[config.mk]
export PLATFORM = sky130hd
export DESIGN_NAME = seq_mult4x4
export DESIGN_NICKNAME = d
export VERILOG_FILES = /design/src/rtl/seq_mult4x4.sv
export SDC_FILE = /design/constraint.sdc
export NUM_CORES = 1
export LEC_CHECK = 0
export ABC_AREA = 1
export CORE_UTILIZATION = 35
export CTS_BUF_LIST = sky130_fd_sc_hd__clkbuf_2
export DETAILED_ROUTE_END_ITERATION = 10
export GPL_TIMING_DRIVEN = 0
export SYNTH_ARGS = -nofsm -noshare
export SYNTH_HDL_FRONTEND = slang
export SYNTH_SLANG_ARGS = --single-unit
[constraint.sdc]
create_clock -name clk -period 3.15 [get_ports clk]
set_input_delay 0.7875 -clock clk [delete_from_list [all_inputs] [get_ports clk]]
set_output_delay 0.7875 -clock clk [all_outputs]
set_load 0.03 [all_outputs]
[src/rtl/seq_mult4x4.sv]
// Sequential unsigned 4x4 multiplier: four 2x2 partial products accumulated one per cycle.
// Latency: done drops for 4 cycles (PP0..PP3) after the start-sampling edge, then the product is valid.
// Backpressure: start is sampled only while done=1; start while busy is ignored, nothing is queued.
// Optional build macro SEQ_MULT_OUTREG_EN adds an output register so out never shows partial sums.

// Combinational 2b x 2b unsigned multiply (max 3*3 = 9).
module mult2x2 (
  input  logic [1:0] x,
  input  logic [1:0] y,
  output logic [3:0] p
);
  // Widen before multiplying so the full 4-bit product is kept.
  always_comb begin
    p = {2'b00, x} * {2'b00, y};
  end
endmodule

module seq_mult4x4 (
  input  logic       clk,
  input  logic       rst,
  input  logic       start,
  input  logic [3:0] a,
  input  logic [3:0] b,
  output logic       done,
  output logic [7:0] out
);

  typedef enum logic [2:0] {
    IDLE = 3'd0,
    PP0  = 3'd1,
    PP1  = 3'd2,
    PP2  = 3'd3,
    PP3  = 3'd4
  } state_t;

  state_t     state_q, state_d;
  logic [3:0] a_q, a_d;
  logic [3:0] b_q, b_d;
  logic [7:0] acc_q, acc_d;

  // Controller outputs steering the shared datapath.
  logic       a_sel;
  logic       b_sel;
  logic [1:0] sh_sel;
  logic       acc_en;
  logic       acc_clr;

  // Datapath nets.
  logic [1:0] a_half;
  logic [1:0] b_half;
  logic [3:0] pp;
  logic [7:0] pp_sh;

  // Next state and datapath control; operands are captured only when a start is accepted.
  always_comb begin
    state_d = state_q;
    a_d     = a_q;
    b_d     = b_q;
    a_sel   = 1'b0;
    b_sel   = 1'b0;
    sh_sel  = 2'd0;
    acc_en  = 1'b0;
    acc_clr = 1'b0;
    case (state_q)
      IDLE: begin
        if (start) begin
          a_d     = a;
          b_d     = b;
          acc_clr = 1'b1;
          state_d = PP0;
        end
      end
      PP0: begin
        acc_en  = 1'b1;
        state_d = PP1;
      end
      PP1: begin
        b_sel   = 1'b1;
        sh_sel  = 2'd1;
        acc_en  = 1'b1;
        state_d = PP2;
      end
      PP2: begin
        a_sel   = 1'b1;
        sh_sel  = 2'd1;
        acc_en  = 1'b1;
        state_d = PP3;
      end
      PP3: begin
        a_sel   = 1'b1;
        b_sel   = 1'b1;
        sh_sel  = 2'd2;
        acc_en  = 1'b1;
        state_d = IDLE;
      end
      default: begin
        state_d = IDLE;
      end
    endcase
  end

  // Operand half selection feeding the shared 2x2 core.
  always_comb begin
    a_half = a_sel ? a_q[3:2] : a_q[1:0];
    b_half = b_sel ? b_q[3:2] : b_q[1:0];
  end

  mult2x2 u_mult2x2 (
    .x (a_half),
    .y (b_half),
    .p (pp)
  );

  // Shift mux aligns the partial product to its weight (x1, x4, x16).
  always_comb begin
    case (sh_sel)
      2'd0:    pp_sh = {4'b0000, pp};
      2'd1:    pp_sh = {2'b00, pp, 2'b00};
      2'd2:    pp_sh = {pp, 4'b0000};
      default: pp_sh = 8'h00;
    endcase
  end

  // Accumulator next value: clear on accept, add while busy, hold in IDLE.
  always_comb begin
    acc_d = acc_q;
    if (acc_clr) begin
      acc_d = 8'h00;
    end else if (acc_en) begin
      acc_d = acc_q + pp_sh;
    end
  end

  // State, operand and accumulator registers.
  always_ff @(posedge clk or negedge rst) begin
    if (!rst) begin
      state_q <= IDLE;
      a_q     <= 4'h0;
      b_q     <= 4'h0;
      acc_q   <= 8'h00;
    end else begin
      state_q <= state_d;
      a_q     <= a_d;
      b_q     <= b_d;
      acc_q   <= acc_d;
    end
  end

  // Ready / result-valid indication.
  always_comb begin
    done = (state_q == IDLE);
  end

`ifdef SEQ_MULT_OUTREG_EN
  logic [7:0] out_q, out_d;

  // Output register loads only the completed sum, so partial sums stay hidden.
  always_comb begin
    out_d = out_q;
    if (state_q == PP3) begin
      out_d = acc_d;
    end
  end

  // Output register storage.
  always_ff @(posedge clk or negedge rst) begin
    if (!rst) begin
      out_q <= 8'h00;
    end else begin
      out_q <= out_d;
    end
  end

  // Product seen at the port.
  always_comb begin
    out = out_q;
  end
`else
  // Product seen at the port is the live accumulator.
  always_comb begin
    out = acc_q;
  end
`endif

endmodule

Word-level counts from Yosys, hierarchy flattened
Cells that the tools add are included.
{"block": "word_totals", "register_bits": 19, "in_bits": 11, "output_inout_bits": 9}
{"block": "op_classes", "add_sub_neg": 1, "n_mul": 1, "eq_ne": 7, "n_mux": 13, "reduce_logical": 8}
{"op": "$pmux 8 s3", "count": 1}
{"op": "$mux 8", "count": 2}
{"op": "$pmux 3 s4", "count": 1}
{"op": "$add 8x8->8", "count": 1}
{"op": "$eq 3x2->1 const B", "count": 2}
{"op": "$reduce_or 2->1", "count": 3}
{"op": "$mux 1", "count": 5}
{"op": "$mul 2x2->4", "count": 1}
{"op": "$mux 2", "count": 2}
{"op": "$pmux 2 s2", "count": 1}
{"op": "$reduce_or 4->1", "count": 1}
{"op": "$eq 3x1->1 const B", "count": 1}
{"op": "$eq 3x3->1 const B", "count": 1}
{"op": "$logic_not 3->1", "count": 1}
{"op": "$mux 3", "count": 1}
{"op": "$eq 2x1->1 const B", "count": 1}
{"op": "$eq 2x2->1 const B", "count": 1}
{"op": "$logic_not 2->1", "count": 1}
{"op": "$ne 2x2->1 const B", "count": 1}
{"op": "$reduce_and 2->1", "count": 1}
{"op": "$reduce_bool 2->1", "count": 1}

Logic depth before layout (Yosys ltp)
Gate-level depths: netlist of the first run.
{"block": "depth", "depth_word": 9, "ltp_mapped": 22}

Hierarchy
A second synthesis of the first run with hierarchy kept.
{"block": "unflattened", "hier_cells": 158, "hier_area_um2": 1317.5}
{"module": "seq_mult4x4", "n_inst": 1, "cells_each": 148, "area_per_inst_um2": 1262.5}
{"module": "mult2x2", "n_inst": 1, "cells_each": 10, "area_per_inst_um2": 55.1}

Least setup slack after synthesis of the first run
Ideal clock, no wire load.
{"block": "synth_path", "kind": "flip-flop to flip-flop", "from": "register state_q[1]", "to": "register acc_q[7], in the netlist out[7]", "setup_time_ns": 0.117, "arrival_ns": 2.545, "required_time_ns": 3.033, "path_slack_ns": 0.488, "path_stages_with_launch": 17, "n_path_buf": 0, "synth_period_minus_slack_ns": 2.662, "cell_sequence": "dfrtp_1 nor2_2 nand2_4 nand2_4 mux2i_1 nor2_1 ha_1 ha_1 nand3_1 o21ai_1 ha_1 a21oi_1 nand2_1 a21oi_1 nand2_1 nand3_1 nand2_1"}
{"block": "synth_via", "elab_chain_len": 9, "elab_cells_between_ends": 25, "cone_classes": "add/sub (1); mul (1); eq/ne (6); mux (10); reduce/logical (7)"}
{"item": "start, declared", "line_no": "36", "text": "state_t state_q, state_d;"}
{"item": "start signal, assigned", "line_no": "142", "text": "state_q <= state_d;"}
{"item": "$eq 3x2->1 / $eq 3x3->1 (equally long branches)", "line_no": "64", "text": "case (state_q)"}
{"item": "$reduce_or 2->1 (no line)"}
{"item": "$mux 1", "line_no": "64"}
{"item": "$mux 2, on equally long branches", "line_no": "104, 105"}
{"item": "$mul 2x2->4", "line_no": "14", "text": "p = {2'b00, x} * {2'b00, y};"}
{"item": "$pmux 8 s3", "line_no": "116", "text": "case (sh_sel)"}
{"item": "$add 8x8->8", "line_no": "130", "text": "acc_d = acc_q + pp_sh;"}
{"item": "$mux 8", "line_no": "129", "text": "end else if (acc_en) begin"}
{"item": "$mux 8", "line_no": "127", "text": "if (acc_clr) begin"}
{"item": "end signal, assigned", "line_no": "140", "text": "acc_q <= 8'h00;"}
{"item": "end signal, assigned", "line_no": "145", "text": "acc_q <= acc_d;"}
{"item": "end, declared", "line_no": "39", "text": "logic [7:0] acc_q, acc_d;"}
Several ways; a longest one is shown, not always the timed one. The select of a mux whose other input is x is not followed.
A chain may end at the register's enable or synchronous reset.

Final worst setup path of the first run
Ends and elaborated chain as after synthesis.

==> results of run 1 <==
==> cell type report <==
cell class / instances / area share (%)
sequential: 19 / 30.18
timing repair buffer: 19 / 11.98
inverter: 25 / 5.910
tap: 46 / 3.625
multi-input combinational: 120 / 45.63
buffer: 2 / 1.418
clock buffer: 4 / 1.261
==> timing repair <==
item,in CTS,in global routing
endpoints found under the setup margin,0,3
hold buffers,0,0
gates resized for setup,0,5
==> flip-flops by register name (all words and copies together), names as in the netlist <==
register and flops:
b_q 4, a_q 4, state_q 3, out 8
==> layer usage <==
metal	track usage, %	vias to the layer above	wire length [um]
met1	17.70	485	1196
li1	-	569	-
met3	2.899	7	81
met4	6.105	0	50
met2	26.61	23	1256
met5	0	-	0
==> power groups by stage <==
stage | clock network (mW) | logic, mW | registers [mW]
3_5_place_dp | 0 | 1.29 | 0.463
4_1_cts | 0.122 | 1.29 | 0.457
6_report | 0.119 | 1.29 | 0.463
3_3_place_gp | 0 | 1.27 | 0.456
2_1_floorplan | 0 | 0.929 | 0.512
5_1_grt | 0.137 | 1.47 | 0.478
==> Yosys cell counts, drive strengths merged <==
master	number
nand2	55
inv	25
dfrtp	19
nor2	15
ha	9
nand3	9
o21ai	7
a21oi	6
mux2	6
nand4	3
xnor2	3
buf	2
o22ai	2
and2	1
fa	1
mux2i	1
nand3b	1
nor3	1
==> cells by family (layout without fill, tap and decap cells) <==
logic type                 Yosys count  in the layout
and+or+nand+nor                     85             85
AOI/OAI and AO/OA                   15             15
muxes                                7              7
xor gates and xnor gates             3              3
adders and majority gates           10             10
buffers and inverters               27             50
DFF                                 19             19
==> worst max-delay path: cells and delay by family (launching register included) <==
kind | cells | cell delay, ps
simple gates | 9 | 800
flops | 1 | 500
compound gates | 3 | 400
fa+ha+maj | 3 | 860
mux | 1 | 230
==> worst max path at each step <==
stage,from,slack (ps),cells after the start,to
CTS,state_q[1],170,16,out[7]
global route,state_q[0],20,18,out[7]
finish,state_q[1],280,16,out[7]
floorplan,state_q[1],490,16,out[7]
global placement,state_q[1],250,16,out[7]
detailed placement,state_q[1],200,16,out[7]
==> flow_summary.json, run 1 <==
{
  "outcome": "completed",
  "maxCapViolations": 0,
  "h-tree-depth": 1,
  "synth_cell_types": 23,
  "synth_top_family_by_area": "simple AND/OR/NAND/NOR gates",
  "finalHoldViolCount": 0,
  "syn-instance-count": 166,
  "synthXorXnorAreaFrac_pct": 2.008,
  "finalCritPeriodShare_pct": 91.20,
  "finalSetupTns_ps": 0,
  "worstHoldEndpoint": "a_q[3]",
  "r2r_slack_ps": 280,
  "cts_root_buffer": "clkbuf_2",
  "grt_pass1_vias": 1108,
  "fin_skew_ps": 2.183,
  "finalNetCount": 211,
  "p_int_uw": 943.7,
  "grt_overflow_total": 0,
  "std_cell_rows": 21,
  "hold_depth": 2,
  "tightest_slew_ps": 876.9,
  "cp_slowest_cell": "dfrtp_2",
  "p_comb_share_pct": 68.8,
  "grt_usage_pct": 15.08,
  "cp_common_cell": "ha_1",
  "p_seq_share_pct": 24.8,
  "die_h_um": 63.15,
  "cts_setup_buffers": 0,
  "fin_crit_ps": 2873,
  "clkSlewWorstSetupHoldPaths_ps": 200,
  "ioPinCount": 20,
  "synthDominantCellAreaShare_pct": 36.33,
  "place.gp.congestion": 0.8972,
  "powerDensity_nw_per_um2": 1177,
  "fin_hold_ws_ps": 536.5,
  "swShare_pct": 49.51,
  "max_slew_margin_pct": 41.36,
  "pre_cts_ws_ps": 197.8,
  "min-delay-start": "a_q[3]",
  "drt_wl_total_mm": 2.585,
  "multi_input_area_um2": 724.4,
  "dpl.cell_count": 231,
  "final_area_um2": 1588,
  "rsz0062_at_grt": "no",
  "final_common_cell": "nand2_1",
  "critPathCaptureType": "flop",
  "start_kind": "flop",
  "antenna_left": 0,
  "ys_ff_latch": 19,
  "ff2ff_path_depth": 16,
  "ys_warn_count": 0,
  "total_power_mw": 1.869,
  "slowest_delay_ps": 500,
  "finalSetupViolations": 0,
  "netlist_area_um2": 1309,
  "numCtsBuffers": 3,
  "first_pass_iters": 4,
  "seqCellArea_um2": 479.2,
  "reg2reg_from": "state_q[1]",
  "avgSynthCellArea_um2": 7.884,
  "vias": 1084,
  "seq_area_frac_synth_pct": 36.33,
  "layout_setup_ws_ps": 277.1,
  "path_cells": "nor2_4 > nand2_4 > nand2_4 > mux2i_1 > nor2_1 > ha_1 > ha_1 > nand3_1 > o21ai_1 > ha_1 > a21oi_1 > nand2_2 > a21oi_1 > nand2_1 > nand3_1 > nand2_1",
  "cts_tree": "yes",
  "worstSkewPairLatency_ps": 330,
  "synthAdderAreaFrac_pct": 10.13,
  "antennaDiodeCount": 0,
  "vdd_ir_drop_max_uv": 363.2,
  "start_util_pct": 37.73,
  "synth_top_area_cell": "dfrtp_1",
  "switching_power_uw": 925.2,
  "slew_viol_final": 0,
  "worstPathMaxFanout": 7,
  "fp.coreArea_um2": 3468,
  "placed_cell_area_um2": 1556,
  "cts_sinks": 19,
  "wl_per_cell_um": 11.00,
  "synth-compound-area-share_pct": 5.927,
  "critical_path_class": "flop to flop",
  "layout-drive-gt1-share_pct": 12.70,
  "io_buffer_count": 19,
  "reg2reg_to": "out[7]",
  "clk_path_buf_depth": 2,
  "yosys.area_share.simple_pct": 29.06,
  "dieArea_um2": 3988,
  "worstPathRequired_ps": 3410,
  "post-route-util_pct": 45.78,
  "n_fill_cell": 360,
  "initialDrtViolationCount": 52,
  "final_cell_mix": "50 x nand2_1, 25 x inv_1, 19 x clkdlybuf4s50_1, 16 x dfrtp_1, 11 x nor2_1",
  "synth_mux_area_share_pct": 7.648,
  "antenna_found_initial": 0,
  "fmax_mhz": 348.1,
  "routed_via_density": 4.613,
  "areaGrowthSynthToFinish_pct": 21.32,
  "hpwlAfterDp_mm": 2.040,
  "grt_pass1_wl_mm": 4.719,
  "hold_class": "flop to flop",
  "final_cells": 235,
  "synth_area_leaders": "dfrtp_1 36%, nand2_1 15%, ha_1 8.6%",
  "route.detailed.drc": 0,
  "clock_power_share_pct": 6.4,
  "grt_max_degree": 20,
  "crit_arrival_ps": 3130,
  "leakage_nw": 0.8456,
  "die_w_um": 63.15,
  "synthesis.nets": 187
}
Note: power is estimated with default switching activity, not from simulation.
==> inputs of run 2 (changes only) <==
--- a/config.mk
+++ b/config.mk
@@ -6,7 +6,7 @@
 export NUM_CORES = 1
 export LEC_CHECK = 0
 export ABC_AREA = 1
-export CORE_UTILIZATION = 35
+export CORE_UTILIZATION = 30
 export CTS_BUF_LIST = sky130_fd_sc_hd__clkbuf_2
 export DETAILED_ROUTE_END_ITERATION = 10
 export GPL_TIMING_DRIVEN = 0
==> flow_summary.json, run 2 (synthesis gave the netlist of run 1 again) <==
{
  "outcome": "completed",
  "clk_path_buf_depth": 2,
  "fp.coreArea_um2": 4086,
  "final_cell_mix": "51 x nand2_1, 25 x inv_1, 19 x clkdlybuf4s50_1, 16 x dfrtp_1, 11 x nor2_1",
  "layout-drive-gt1-share_pct": 12.17,
  "std_cell_rows": 23,
  "largest_register_ffs": 8,
  "hpwlAfterDp_mm": 1.950,
  "r2r_slack_ps": 270,
  "die_w_um": 68.05,
  "start_kind": "flop",
  "routed_via_density": 4.469,
  "route.detailed.drc": 0,
  "vdd_ir_drop_max_uv": 557.4,
  "rsz0062_at_grt": "no",
  "leakage_nw": 0.8421,
  "maxCapViolations": 0,
  "cts_root_buffer": "clkbuf_2",
  "reg2reg_to": "out[7]",
  "worstPathMaxFanout": 7,
  "crit_arrival_ps": 3130,
  "multi_input_area_um2": 721.9,
  "hold_class": "flop to flop",
  "ff2ff_path_depth": 16,
  "cts_sinks": 19,
  "h-tree-depth": 1,
  "cts_setup_buffers": 0,
  "n_fill_cell": 447,
  "grt_overflow_total": 0,
  "drt_wl_total_mm": 2.460,
  "grt_max_degree": 20,
  "critical_path_class": "flop to flop",
  "powerDensity_nw_per_um2": 1169,
  "final_area_um2": 1593,
  "die_h_um": 68.05,
  "placed_cell_area_um2": 1562,
  "areaGrowthSynthToFinish_pct": 21.70,
  "numCtsBuffers": 3,
  "worstPathRequired_ps": 3410,
  "fin_crit_ps": 2876,
  "final_common_cell": "nand2_1",
  "dieArea_um2": 4631,
  "finalNetCount": 211,
  "critPathCaptureType": "flop",
  "finalSetupTns_ps": 0,
  "wl_per_cell_um": 10.29,
  "max_slew_margin_pct": 43.56,
  "fin_skew_ps": 1.833,
  "slew_viol_final": 0,
  "grt_pass1_vias": 1013,
  "io_buffer_count": 19,
  "vias": 1068,
  "cp-startpoint": "state_q[0]",
  "finalSetupViolations": 0,
  "place.gp.congestion": 0.7764,
  "grt_usage_pct": 12.84,
  "reg2reg_from": "state_q[0]",
  "antenna_found_initial": 0,
  "cts_hold_buf": 0,
  "crit_end": "out[7]",
  "antennaDiodeCount": 0,
  "finalCritPeriodShare_pct": 91.30,
  "ioPinCount": 20,
  "post-route-util_pct": 38.98,
  "fin_hold_ws_ps": 528.1,
  "cts_tree": "yes",
  "worstSkewPairLatency_ps": 330,
  "finalHoldViolCount": 0,
  "fmax_mhz": 347.7,
  "initialDrtViolationCount": 9,
  "first_pass_iters": 4,
  "grt_pass1_wl_mm": 4.436,
  "tightest_slew_ps": 844.0,
  "seqCellArea_um2": 479.2,
  "start_util_pct": 32.03,
  "cts-resized-gates": 0,
  "clkSlewWorstSetupHoldPaths_ps": 210,
  "antenna_left": 0
}
## run 2: cell count changes in the layout (fill, tap and decap cells not counted), sizes merged
cell,change
clkbuf,-1
clkinvlp,+1
## run 2: per-layer routing
layer	up-vias	GRT usage [%]	part of all wire, %
met2	17	20.34	47
met4	0	4.688	0.98
met1	472	17.75	49
li1	576	-	-
met3	3	1.500	2.2
met5	-	0	0
## run 2: worst max-delay path, cell delays in order (launching register included)
cell	delay, ps
dfrtp_2	490
nor2_4	170
nand2_4	100
nand2_4	100
mux2i_1	230
nor2_1	60
ha_1	190
ha_1	310
nand3_1	90
o21ai_1	70
ha_1	350
a21oi_1	160
nand2_1	140
a21oi_1	170
nand2_1	60
nand3_1	60
nand2_1	50
## run 2: worst min-delay path by stage
| stage | from | endpoint | slack [ps] | depth (start not counted) |
|---|---|---|---|---|
| final | a_q[0] | a_q[0] | 530 | 2 |
| after global routing | a_q[0] | a_q[0] | 560 | 2 |
| after CTS | a_q[0] | a_q[0] | 540 | 2 |
| after detailed placement | out[0] | out[0] | 490 | 2 |
| after global placement | a_q[1] | a_q[1] | 500 | 1 |
| after floorplan | a_q[1] | a_q[1] | 480 | 1 |
## run 2: layout make-up
cell class / count / area share, %
plain buffers: 2 / 1.414
clock buffers: 3 / 0.9427
clock inverters: 1 / 0.4713
inverters: 25 / 5.892
multi-input cells: 120 / 45.33
flip-flops and latches: 19 / 30.09
well taps: 50 / 3.928
repair buffers: 19 / 11.94
## run 2: through the flow
| step | power (mW) | setup slack (ps) | cells |
|---|---|---|---|
| floorplan | 1.441 | 487.7 | 166 |
| global placement | 1.735 | 218.7 | 235 |
| detailed placement | 1.747 | 185.1 | 235 |
| CTS | 1.882 | 163.0 | 239 |
| global route | 2.096 | 4.337 | 239 |
| finish | 1.861 | 274.1 | 239 |
## run 2: power by group
part | internal [mW] | switching (mW)
Sequential | 0.363 | 0.0987
Clock | 0.0295 | 0.0870
Combinational | 0.549 | 0.734
==> inputs of run 3 (changes only) <==
--- a/config.mk
+++ b/config.mk
@@ -10,6 +10,7 @@
 export CTS_BUF_LIST = sky130_fd_sc_hd__clkbuf_2
 export DETAILED_ROUTE_END_ITERATION = 10
 export GPL_TIMING_DRIVEN = 0
+export SLEW_MARGIN = 25
 export SYNTH_ARGS = -nofsm -noshare
 export SYNTH_HDL_FRONTEND = slang
 export SYNTH_SLANG_ARGS = --single-unit
==> constraint.sdc (replaced) <==
create_clock -name clk -period 2.55 [get_ports clk]
set_input_delay 0.6375 -clock clk [delete_from_list [all_inputs] [get_ports clk]]
set_output_delay 0.6375 -clock clk [all_outputs]
set_load 0.03 [all_outputs]
==> flow_summary.json, run 3 (synthesis gave the netlist of run 1 again) <==
{
  "finalNetCount": 225,
  "final_area_um2": 1837,
  "layout_setup_ws_ps": -58.75,
  "finalHoldViolCount": 0,
  "vias": 1149,
  "hpwlAfterDp_mm": 1.910,
  "fp.coreArea_um2": 4086,
  "maxCapViolations": 0,
  "dpl.cell_count": 235,
  "die_w_um": 68.05,
  "cts_sinks": 19,
  "antenna_found_initial": 0,
  "finalCritPeriodShare_pct": 102.3,
  "critical_path_class": "flop to flop",
  "fin_crit_ps": 2609,
  "first_pass_iters": 4,
  "place.gp.congestion": 0.7917,
  "io_buffer_count": 19,
  "final_cells": 253,
  "grt_pass1_vias": 1125,
  "seqCellArea_um2": 479.2,
  "largest_register_ffs": 8,
  "violations": "setup timing",
  "numCtsBuffers": 3,
  "die_h_um": 68.05,
  "crit_arrival_ps": 2870,
  "final_cell_mix": "45 x nand2_1, 23 x inv_1, 18 x clkdlybuf4s50_1, 16 x dfrtp_1, 13 x buf_4",
  "fin_skew_ps": 11.92,
  "fmax_mhz": 383.3,
  "finalSetupTns_ps": -139.7,
  "cts_root_buffer": "clkbuf_2",
  "multi_input_area_um2": 864.6,
  "fin_hold_ws_ps": 189.7,
  "n_fill_cell": 416,
  "wl_per_cell_um": 10.86,
  "finalSetupViolations": 5,
  "areaGrowthSynthToFinish_pct": 40.34,
  "grt_usage_pct": 14.17,
  "worstPathMaxFanout": 4,
  "ioPinCount": 20,
  "start_kind": "flop",
  "tightest_slew_ps": 440.8,
  "rsz0062_at_grt": "yes",
  "critPathCaptureType": "flop",
  "grt_pass1_wl_mm": 4.823,
  "routed_via_density": 4.542,
  "h-tree-depth": 1,
  "final_common_cell": "nand2_1",
  "grt_overflow_total": 0,
  "drt_wl_total_mm": 2.747,
  "clkSlewWorstSetupHoldPaths_ps": 220,
  "max_slew_margin_pct": 70.61,
  "placed_cell_area_um2": 1588,
  "route.detailed.drc": 0,
  "slew_viol_final": 0,
  "clk_path_buf_depth": 2,
  "worstSkewPairLatency_ps": 340,
  "outcome": "complete, but fails checks",
  "layout-drive-gt1-share_pct": 31.03,
  "worstPathRequired_ps": 2810,
  "start_util_pct": 32.03,
  "dieArea_um2": 4631,
  "antenna_left": 0,
  "antennaDiodeCount": 0,
  "cts_hold_buf": 0,
  "std_cell_rows": 23,
  "initialDrtViolationCount": 21,
  "hold_class": "input pin to asynchronous set/reset pin",
  "cts_tree": "yes",
  "grt_max_degree": 20
}
[run 3: worst max-delay path: stages, from the launching register on]
cell and delay [ps]:
dfrtp_2 480, nor2_4 150, nand2_4 90, nand2_4 90, mux2i_2 230, nor2_1 80
ha_2 190, ha_4 280, nand3_2 60, o21ai_2 90, ha_4 230, a21oi_2 150
nand2_2 110, nand2_1 100, nand3b_1 80, nand3_1 70, nand2_1 50
[run 3: area by class of cell]
type                    instances  share of cell area (%)
plain buffers                   2                   1.226
clock buffers                   3                  0.8174
clock inverters                 1                  0.2725
inverters                      25                   5.109
multi-input cells             120                   47.07
flip-flops and latches         19                   26.09
well taps                      50                   3.406
repair buffers                 33                   16.01
[run 3: per-layer routing]
metal	wire length, um	share of wire (%)	track usage [%]	vias up
met5	0	0	0	-
met4	49	1.8	4.688	0
met3	77	2.8	2.500	7
met2	1311	48	23.77	16
met1	1307	48	18.18	523
li1	-	-	-	603
[run 3: stage by stage]
step / utilization (%) / setup slack (ps)
final: 44.95 / -58.75
after global routing: 44.95 / -198.7
after CTS: 42.01 / -87.29
after detailed placement: 38.85 / -341.3
after global placement: 38.85 / -307.6
after floorplan: - / -48.72
[run 3: timing repair]
action | CTS | global route
pin swaps | 13 | 17
endpoints found under the setup margin | 5 | 7
buffers inserted | 9 | 5
gates resized for setup | 10 | 21
[run 3: path summary, 6_finish.rpt]
| check | from | slack (ps) | endpoint | cells past startpoint |
|---|---|---|---|---|
| max in group asynchronous | rst | 2040 | state_q[0] | 1 |
| min in group clk | out[0] | 540 | out[0] | 2 |
| worst min-delay path | rst | 190 | out[7] | 1 |
| worst min register to register | out[0] | 540 | out[0] | 2 |
| worst max register to register | state_q[1] | -60 | out[5] | 16 |
| worst max-delay path | state_q[1] | -60 | out[5] | 16 |
Power of run 3 is left out: the tool's default activity adds up to more than one toggle a clock period on the data nets, which glitch-free logic cannot reach.
